$ cat config.mk
export PLATFORM = sky130hd
export DESIGN_NAME = mips_boot_loader
export DESIGN_NICKNAME = d
export VERILOG_FILES = /design/src/rtl/mips_boot_loader.sv
export SDC_FILE = /design/constraint.sdc
export NUM_CORES = 1
export LEC_CHECK = 0
export CORE_MARGIN = 3
export CORE_UTILIZATION = 46
export CTS_BUF_LIST = sky130_fd_sc_hd__clkbuf_8
export DETAILED_ROUTE_END_ITERATION = 8
export GPL_TIMING_DRIVEN = 0
export HOLD_SLACK_MARGIN = 0.12
export MAX_ROUTING_LAYER = met4
export PLACE_DENSITY = 0.76
export SLEW_MARGIN = 5
export SYNTH_ARGS = -nofsm -noshare
export SYNTH_HDL_FRONTEND = slang
export SYNTH_SLANG_ARGS = --single-unit
$ cat constraint.sdc
create_clock -name clk -period 2.2 [get_ports clk]
set_input_delay 0.44 -clock clk [delete_from_list [all_inputs] [get_ports clk]]
set_output_delay 0.44 -clock clk [all_outputs]
set_load 0.02 [all_outputs]
$ cat src/rtl/mips_boot_loader.sv
`default_nettype none
// ============================================================================
// Module      : mips_boot_loader
// Description : Byte-stream boot loader placed between the mips core and
//               exmem. Receives a length byte, that many image bytes and a
//               checksum byte. Image bytes are written straight into exmem
//               starting at ADDR_BASE while the CPU is held in reset. A good
//               checksum hands the memory bus to the CPU and releases its
//               reset; a bad one parks the loader in an error state until a
//               SYNC byte restarts the download.
// Ports       : clk            - system clock, rising edge
//               reset          - synchronous, active-low
//               rx_data/valid  - incoming byte stream
//               rx_ready       - loader accepts rx_data this cycle
//               cpu_*          - memory bus from mips (used only in RUN)
//               mem_*          - memory bus to exmem
//               cpu_rst        - active-high reset to mips
//               boot_done      - image loaded, checksum good, CPU running
//               boot_err       - checksum mismatch, CPU held in reset
// Revision    : 1.0 - initial release
// ============================================================================
module mips_boot_loader #(
    parameter int               WIDTH     = 8,
    parameter logic [WIDTH-1:0] ADDR_BASE = '0,
    parameter logic [WIDTH-1:0] SYNC      = 'hA5
) (
    input  logic             clk,
    input  logic             reset,
    input  logic [WIDTH-1:0] rx_data,
    input  logic             rx_valid,
    output logic             rx_ready,
    input  logic             cpu_memread,
    input  logic             cpu_memwrite,
    input  logic [WIDTH-1:0] cpu_adr,
    input  logic [WIDTH-1:0] cpu_writedata,
    output logic             mem_memread,
    output logic             mem_memwrite,
    output logic [WIDTH-1:0] mem_adr,
    output logic [WIDTH-1:0] mem_writedata,
    output logic             cpu_rst,
    output logic             boot_done,
    output logic             boot_err
);

    typedef enum logic [2:0] {
        S_WAIT_LEN = 3'd0,
        S_LOAD     = 3'd1,
        S_CHECK    = 3'd2,
        S_RUN      = 3'd3,
        S_ERROR    = 3'd4
    } state_t;

    state_t           r_state;
    state_t           w_state_nxt;

    logic [WIDTH-1:0] r_len;
    logic [WIDTH:0]   r_cnt;       // one extra bit so a full 2^WIDTH image can be counted
    logic [WIDTH-1:0] r_sum;
    logic             r_cpu_rst;
    logic             r_boot_done;
    logic             r_boot_err;

    logic [WIDTH:0]   w_cnt_inc;
    logic [WIDTH:0]   w_len_ext;
    logic             w_last;
    logic [WIDTH-1:0] w_load_adr;

    logic             w_rx_ready;
    logic             w_mem_memread;
    logic             w_mem_memwrite;
    logic [WIDTH-1:0] w_mem_adr;
    logic [WIDTH-1:0] w_mem_writedata;

    // A length byte of zero stands for a full 2^WIDTH-byte image.
    assign w_len_ext  = (r_len == '0) ? {1'b1, {WIDTH{1'b0}}} : {1'b0, r_len};
    assign w_cnt_inc  = r_cnt + 1'b1;
    assign w_last     = (w_cnt_inc == w_len_ext);
    // Address arithmetic wraps modulo 2^WIDTH by truncation.
    assign w_load_adr = ADDR_BASE + r_cnt[WIDTH-1:0];

    // ------------------------------------------------------------------------
    // State register
    // ------------------------------------------------------------------------
    always_ff @(posedge clk) begin
        if (!reset) begin
            r_state <= S_WAIT_LEN;
        end else begin
            r_state <= w_state_nxt;
        end
    end

    // ------------------------------------------------------------------------
    // Next-state and bus outputs. rx_ready is high in every state but RUN, so
    // outside RUN a transfer is simply rx_valid.
    // ------------------------------------------------------------------------
    always_comb begin
        w_state_nxt     = r_state;
        w_rx_ready      = 1'b1;
        w_mem_memread   = 1'b0;
        w_mem_memwrite  = 1'b0;
        w_mem_adr       = w_load_adr;
        w_mem_writedata = rx_data;

        case (r_state)
            S_WAIT_LEN: begin
                if (rx_valid) begin
                    w_state_nxt = S_LOAD;
                end
            end
            S_LOAD: begin
                // exmem captures on the same edge as the transfer.
                w_mem_memwrite = rx_valid;
                if (rx_valid && w_last) begin
                    w_state_nxt = S_CHECK;
                end
            end
            S_CHECK: begin
                if (rx_valid) begin
                    w_state_nxt = (rx_data == r_sum) ? S_RUN : S_ERROR;
                end
            end
            S_RUN: begin
                // Pure pass-through of the CPU bus; no added latency.
                w_rx_ready      = 1'b0;
                w_mem_memread   = cpu_memread;
                w_mem_memwrite  = cpu_memwrite;
                w_mem_adr       = cpu_adr;
                w_mem_writedata = cpu_writedata;
            end
            S_ERROR: begin
                if (rx_valid && (rx_data == SYNC)) begin
                    w_state_nxt = S_WAIT_LEN;
                end
            end
            default: begin
                w_state_nxt = S_WAIT_LEN;
            end
        endcase
    end

    // ------------------------------------------------------------------------
    // Datapath and status registers
    // ------------------------------------------------------------------------
    always_ff @(posedge clk) begin
        if (!reset) begin
            r_len       <= '0;
            r_cnt       <= '0;
            r_sum       <= '0;
            r_cpu_rst   <= 1'b1;
            r_boot_done <= 1'b0;
            r_boot_err  <= 1'b0;
        end else begin
            case (r_state)
                S_WAIT_LEN: begin
                    if (rx_valid) begin
                        r_len <= rx_data;
                        r_cnt <= '0;
                        r_sum <= '0;
                    end
                end
                S_LOAD: begin
                    if (rx_valid) begin
                        r_cnt <= w_cnt_inc;
                        r_sum <= r_sum + rx_data;
                    end
                end
                S_CHECK: begin
                    if (rx_valid) begin
                        if (rx_data == r_sum) begin
                            // CPU leaves reset on the edge that enters RUN.
                            r_cpu_rst   <= 1'b0;
                            r_boot_done <= 1'b1;
                        end else begin
                            r_boot_err  <= 1'b1;
                        end
                    end
                end
                S_ERROR: begin
                    if (rx_valid && (rx_data == SYNC)) begin
                        r_boot_err <= 1'b0;
                    end
                end
                default: begin
                end
            endcase
        end
    end

    assign rx_ready      = w_rx_ready;
    assign mem_memread   = w_mem_memread;
    assign mem_memwrite  = w_mem_memwrite;
    assign mem_adr       = w_mem_adr;
    assign mem_writedata = w_mem_writedata;
    assign cpu_rst       = r_cpu_rst;
    assign boot_done     = r_boot_done;
    assign boot_err      = r_boot_err;

endmodule
`default_nettype wire

==> results of run 1 <==
-- sequential cells by signal (all words and copies together) (netlist names) --
register and count:
r_cnt 9, r_len 8, r_sum 8, r_state 3, boot_done 1, boot_err 1
cpu_rst 1
-- cell type report --
class                           count  share of cell area
Clock inverter                      2              0.0122
Buffer                             13              0.0319
Tap cell                           50              0.0219
Timing Repair Buffer               51               0.143
Multi-Input combinational cell    209               0.535
Sequential cell                    31               0.219
Inverter                            5             0.00744
Clock buffer                        6              0.0289
-- per-stage QoR --
stage          area [sq um]  instances  power [W]
3_3_place_gp           2660        358    0.00155
2_1_floorplan          2110        259    0.00128
5_1_grt                2860        367    0.00240
6_report               2860        367    0.00227
4_1_cts                2880        367    0.00222
3_5_place_dp           2660        358    0.00157
-- critical path, cell delays in order --
cell and delay (ns):
clkdlybuf4s15_1 0.27, ha_4 0.28, or3_1 0.37, or4_4 0.57, inv_4 0.08, nand2_2 0.06, a21oi_2 0.15, o221a_1 0.18
-- placed cells by master (no fill, tap or decap), drive strengths merged, types with 2 or more instances in the layout --
cell	netlist	final
a211oi	2	2
a21boi	12	12
a21o	2	2
a21oi	12	12
and2	5	5
and3	4	4
buf	3	6
clkbuf	11	36
clkdlybuf4s15	0	4
clkdlybuf4s50	0	23
dfxtp	31	31
ha	8	8
inv	5	5
mux2	16	16
mux2i	3	3
nand2	42	42
nand3	16	16
nand4	3	3
nor2	12	12
nor2b	10	10
nor3	6	6
nor4	6	6
o211ai	2	2
o21a	2	2
o21ai	13	13
o221a	2	2
or4	2	2
xnor2	12	12
xor2	5	5
-- routing by layer --
metal	vias up	global-route usage	routed length [microns]
li1	1030	-	-
met1	990	0.276	2510
met2	75	0.392	3010
met3	9	0.0479	334
met4	0	0.0825	75
met5	-	-	0
-- worst min-delay path by stage --
| stage | startpoint | to | slack [ns] |
|---|---|---|---|
| 2_1_floorplan | r_sum[2] | r_sum[2] | 0.46 |
| 3_3_place_gp | boot_done | boot_done | 0.45 |
| 3_5_place_dp | boot_done | boot_done | 0.46 |
| 4_1_cts | boot_done | boot_done | 0.48 |
| 5_1_grt | rx_data[2] | r_len[2] | 0.47 |
| 6_report | rx_data[2] | r_len[2] | 0.46 |
-- cell families (layout without fill, tap and decap cells) --
kind of cell,Yosys count,in the layout,synth area share
buffers and inverters,19,77,0.0358
and+or+nand+nor,113,113,0.272
muxes,19,19,0.100
adders and majority gates,9,9,0.0573
AOI/OAI and AO/OA,50,50,0.156
xor gates and xnor gates,18,18,0.0823
DFF,31,31,0.296
-- power by group --
group	switching (W)	total [W]	internal, W
logic	0.000544	0.000963	0.000418
clock network	0.000224	0.000590	0.000366
registers	0.0000814	0.000715	0.000634
total	0.000850	0.00227	0.00142
-- repair_timing --
action | 4_1_cts | 5_1_grt
buffers inserted | 1 | 1
setup endpoints to repair | 32 | 24
cloned | 0 | 0
pin swaps | 3 | 2
hold endpoints to repair | 0 | 0
resized for setup | 60 | 51
==> results by group, run 1 <==
Status
  • Status: finished clean

Worst setup path
  • Worst Path Max Fanout: 4
  • Critical setup path kind: in -> reg
  • CP required: 2.43 ns
  • Critical Path End: r_state[1]
  • Register-to-Register Setup Slack: 0.07 ns
  • Type of origin of the critical path: input port
  • Worst Path Arrival: 2.40 ns
  • CP endpoint kind: flop
  • Critical Path Start: rx_data[6]
  • R2r startpoint: r_sum[0]
  • Worst flop-to-flop path endpoint: r_state[1]
  • Reg2Reg Depth: 7

Global route
  • First-pass GRT wire length: 9490 microns
  • GRT Resource Usage Total: 0.234
  • Vias in the first global route: 2052
  • Initial antenna violation count: 0
  • Largest net degree at the start of global routing: 11
  • Remaining global-route overflow: 0

Logic synthesis
  • Synth Warn #: 0
  • Post-synth top cells: nand2_1 (41), dfxtp_1 (31), mux2_2 (16)
  • Top-count cell post-synth: nand2_1
  • Yosys reg bits: 31
  • Syn Nets: 297
  • EDFF count, synth: 0
  • Top-area cell type share of the netlist area: 0.296
  • Post-synth top area cell: dfxtp_1
  • Register area share after synthesis: 0.296
  • Synth top area cells: dfxtp_1 (30%), mux2_2 (8.6%), nand2_1 (7.3%)
  • Synth Cell Area: 0.00210 sq mm
  • Library cells used by synthesis: 45
  • Post-synth top flop: dfxtp_1
  • Mapped Cells: 259
  • Average size of a mapped cell: 8.10 sq um
  • Ys async rst share: 0

Clock tree
  • Max H-tree Level: 2
  • Skew-Pair Late Insertion Delay: 0.29 ns
  • Max Buffers Root-to-Sink: 2
  • CTS Hold Bufs: 0
  • Clock Sinks: 31
  • CTS buffer count: 5
  • Root buf cell: clkbuf_8
  • TritonCTS clock tree: done
  • Clock transition at the registers of the reported paths: 0.07 ns

Layout
  • Share of cells above drive strength 1: 0.256
  • Synth-to-layout area growth: 36.4%
  • Fillers: 348
  • Layout Utilization: 0.681
  • Area of the multi-input gates: 0.00153 sq mm
  • Nets: 354
  • N_diodes: 0
  • Reg area: 627 sq um

Power and ir drop
  • Pwr/cell area: 793 mW/mm^2
  • Leakage: 1.13 nW
  • Peak supply drop: 472 uV

Min path
  • Worst hold path cell count: 3
  • Hold crit path type: in -> reg

Detailed routing
  • First drt pass iteration count: 5
  • DR vias: 2104
  • DRC errors left: 0
  • Drt wl/cell: 16.1 microns
  • WL final: 5930 microns
  • Vias per cell: 5.73
  • Antenna viol nets, final: 0
  • Drt initial violations: 109

Die
  • Core Rows: 23
  • Core area: 0.00420 sq mm
  • Initial core utilization: 0.499
  • Die Y: 73.5 microns
  • # IOs: 51
  • Die X-Extent: 73.5 microns
  • Die area: 0.00541 sq mm

STA
  • Slew Viols, Final: 0
  • Worst slew pin tran: 0.559 ns
  • Period utilization: 0.987
  • Setup ws final: 0.0277 ns
  • Clk_skew: 0.00616 ns
  • Final min period: 2.17 ns
  • Hold WS: 0.461 ns
  • Setup TNS: 0 ns
  • Slew margin rel.: 0.627
  • Hold Vio Cnt, Final: 0
  • Final setup violation count: 0
  • Highest Clock Rate: 460 MHz

Job
  • Max-cap viol count: 0

Placement
  • GPL Wtd Cong: 0.904
  • Post-DP HPWL: 4110 microns
  • Port bufs: 49
  • Pre-CTS WS: -1.00 ns
No activity file was read; power rests on OpenSTA's default activity.
==> run 2: changes to the inputs <==
--- a/config.mk
+++ b/config.mk
@@ -17,3 +17,4 @@
 export SYNTH_ARGS = -nofsm -noshare
 export SYNTH_HDL_FRONTEND = slang
 export SYNTH_SLANG_ARGS = --single-unit
+export TNS_END_PERCENT = 100
==> results of run 2 <==
The final DEF is identical to that of run 1; final timing and power are the same.
==> run 3: changes to the inputs <==
--- a/config.mk
+++ b/config.mk
@@ -6,13 +6,13 @@
 export NUM_CORES = 1
 export LEC_CHECK = 0
 export CORE_MARGIN = 3
-export CORE_UTILIZATION = 46
+export CORE_UTILIZATION = 50
 export CTS_BUF_LIST = sky130_fd_sc_hd__clkbuf_8
 export DETAILED_ROUTE_END_ITERATION = 8
 export GPL_TIMING_DRIVEN = 0
 export HOLD_SLACK_MARGIN = 0.12
 export MAX_ROUTING_LAYER = met4
-export PLACE_DENSITY = 0.76
+export PLACE_DENSITY = 0.79
 export SLEW_MARGIN = 5
 export SYNTH_ARGS = -nofsm -noshare
 export SYNTH_HDL_FRONTEND = slang
==> constraint.sdc (replaced) <==
create_clock -name clk -period 2.1 [get_ports clk]
set_input_delay 0.42 -clock clk [delete_from_list [all_inputs] [get_ports clk]]
set_output_delay 0.42 -clock clk [all_outputs]
set_load 0.02 [all_outputs]
==> results by group, run 3 (synthesis gave the netlist of run 1 again) <==
Status
  • Status: finished clean

Placement
  • Post-DP HPWL: 4100 microns
  • Port bufs: 49
  • Placed Area: 0.00267 sq mm
  • GPL Wtd Cong: 0.847

Clock tree
  • Max H-tree Level: 2
  • TritonCTS clock tree: done
  • Max Buffers Root-to-Sink: 2
  • Clock transition at the registers of the reported paths: 0.07 ns
  • Root buf cell: clkbuf_8
  • CTS buffer count: 5
  • CTS Hold Bufs: 0
  • Skew-Pair Late Insertion Delay: 0.29 ns
  • Clock Sinks: 31

Power and ir drop
  • Tot Pwr: 0.00237 W
  • Peak supply drop: 633 uV
  • Pwr/cell area: 821 mW/mm^2
  • Leakage: 1.13 nW

STA
  • Period utilization: 0.977
  • Final setup violation count: 0
  • Final min period: 2.05 ns
  • Hold Vio Cnt, Final: 0
  • RSZ-0062 raised after global routing: true
  • Highest Clock Rate: 487 MHz
  • Clk_skew: 0.00538 ns
  • Slew Viols, Final: 0
  • Slew margin rel.: 0.635
  • Worst slew pin tran: 0.547 ns

Detailed routing
  • WL final: 5970 microns
  • DR vias: 2079
  • Vias per cell: 5.66
  • First drt pass iteration count: 4
  • Antenna viol nets, final: 0
  • Drt wl/cell: 16.3 microns
  • DRC errors left: 0
  • Drt initial violations: 123

Worst setup path
  • Max incr delay on CP: 0.54 ns
  • Critical setup path kind: reg -> reg
  • Type of origin of the critical path: flop
  • Slowest CP cell: or4_4
  • Worst Path Arrival: 2.28 ns
  • Worst Path Max Fanout: 3
  • Crit path cell chain: ha_4 -> or4_4 -> or4_4 -> inv_4 -> nand2_2 -> a21oi_2 -> o221a_1
  • Crit path top cell by count: or4_4
  • CP endpoint kind: flop
  • CP required: 2.32 ns
  • Register-to-Register Setup Slack: 0.05 ns

Global route
  • First-pass GRT wire length: 9960 microns
  • Vias in the first global route: 2102
  • GRT Resource Usage Total: 0.255
  • Remaining global-route overflow: 0
  • Initial antenna violation count: 0
  • Largest net degree at the start of global routing: 11

Layout
  • Commonest non-fill, non-tap cell in the layout: nand2_1
  • Number of flip-flops in the largest register: 9
  • Biggest regs: r_cnt (9), r_len (8), r_sum (8)
  • N_diodes: 0
  • Most flops, register: r_cnt
  • Fin area: 0.00289 sq mm
  • Most frequent cells in the layout: nand2_1 (40), clkdlybuf4s50_1 (23), dfxtp_1 (22), mux2_2 (16), nand3_1 (14)
  • Synth-to-layout area growth: 37.8%
  • Nets: 356
  • Share of cells above drive strength 1: 0.288

Die
  • Core area: 0.00385 sq mm
  • Die area: 0.00501 sq mm
  • Die X-Extent: 70.8 microns
  • # IOs: 51
  • Core Rows: 22
  • Die Y: 70.8 microns
  • Initial core utilization: 0.544

Job
  • Max-cap viol count: 0

Min path
  • Hold crit path type: in -> reg
[run 3: changes by cell type in the layout (fill, tap and decap cells not counted), moves of 2 or more]
cell,before,now
clkdlybuf4s15_2,2,4
dfxtp_2,2,7
clkbuf_2,21,12
buf_4,1,3
buf_2,3,10
dfxtp_1,28,22
[run 3: worst paths after layout]
path | startpoint | endpoint | depth (start not counted)
worst max-delay path | r_sum[1] | r_state[1] | 7
worst min-delay path | rx_data[2] | r_len[2] | 3
worst max register to register | r_sum[1] | r_state[1] | 7
worst min register to register | boot_done | boot_done | 1
[run 3: metrics by stage]
step | hold WS, ns | utilization | instances | setup slack (ns) | TNS [ns]
after floorplan | 0.456 | - | 259 | -0.00125 | -0.00125
after global placement | 0.451 | 0.694 | 356 | -1.06 | -19.87
after detailed placement | 0.469 | 0.694 | 356 | -1.08 | -20.96
after CTS | 0.490 | 0.765 | 365 | 0.000682 | 0
after global routing | 0.457 | 0.750 | 367 | -0.00997 | -0.00997
final | 0.441 | 0.750 | 367 | 0.0478 | 0
[run 3: repair_timing]
action	CTS	global route
pin swaps	4	7
gates resized for setup	90	36
endpoints found under the setup margin	41	30
buffers inserted	1	2
[run 3: worst max-delay path: cells and delay by family (launching register included)]
family          cells  cell delay [ns]
fa+ha+maj           1             0.21
buf+inv             1             0.08
compound gates      2             0.29
simple gates        3             1.04
flops               1             0.36
[run 3: cell type report]
type / instances / area [sq um]
fill: 320 / 963
clock buffer: 6 / 82.6
sequential: 31 / 637
multi-input combinational: 209 / 1540
inverter: 5 / 21.3
clock inverter: 2 / 35.0
tap: 48 / 60.1
buffer: 14 / 91.3
timing repair buffer: 52 / 428
[run 3: power breakdown]
part / switching, W / internal, W
Combinational: 0.000568 / 0.000440
Sequential: 0.0000846 / 0.000666
Clock: 0.000233 / 0.000384
Total: 0.000885 / 0.00149
[run 3: layer usage]
layer	vias to the layer above	GRT usage	wire length, microns
li1	1033	-	-
met1	951	0.296	2500
met2	74	0.428	2970
met3	21	0.0440	298
met4	0	0.113	198
met5	-	-	0
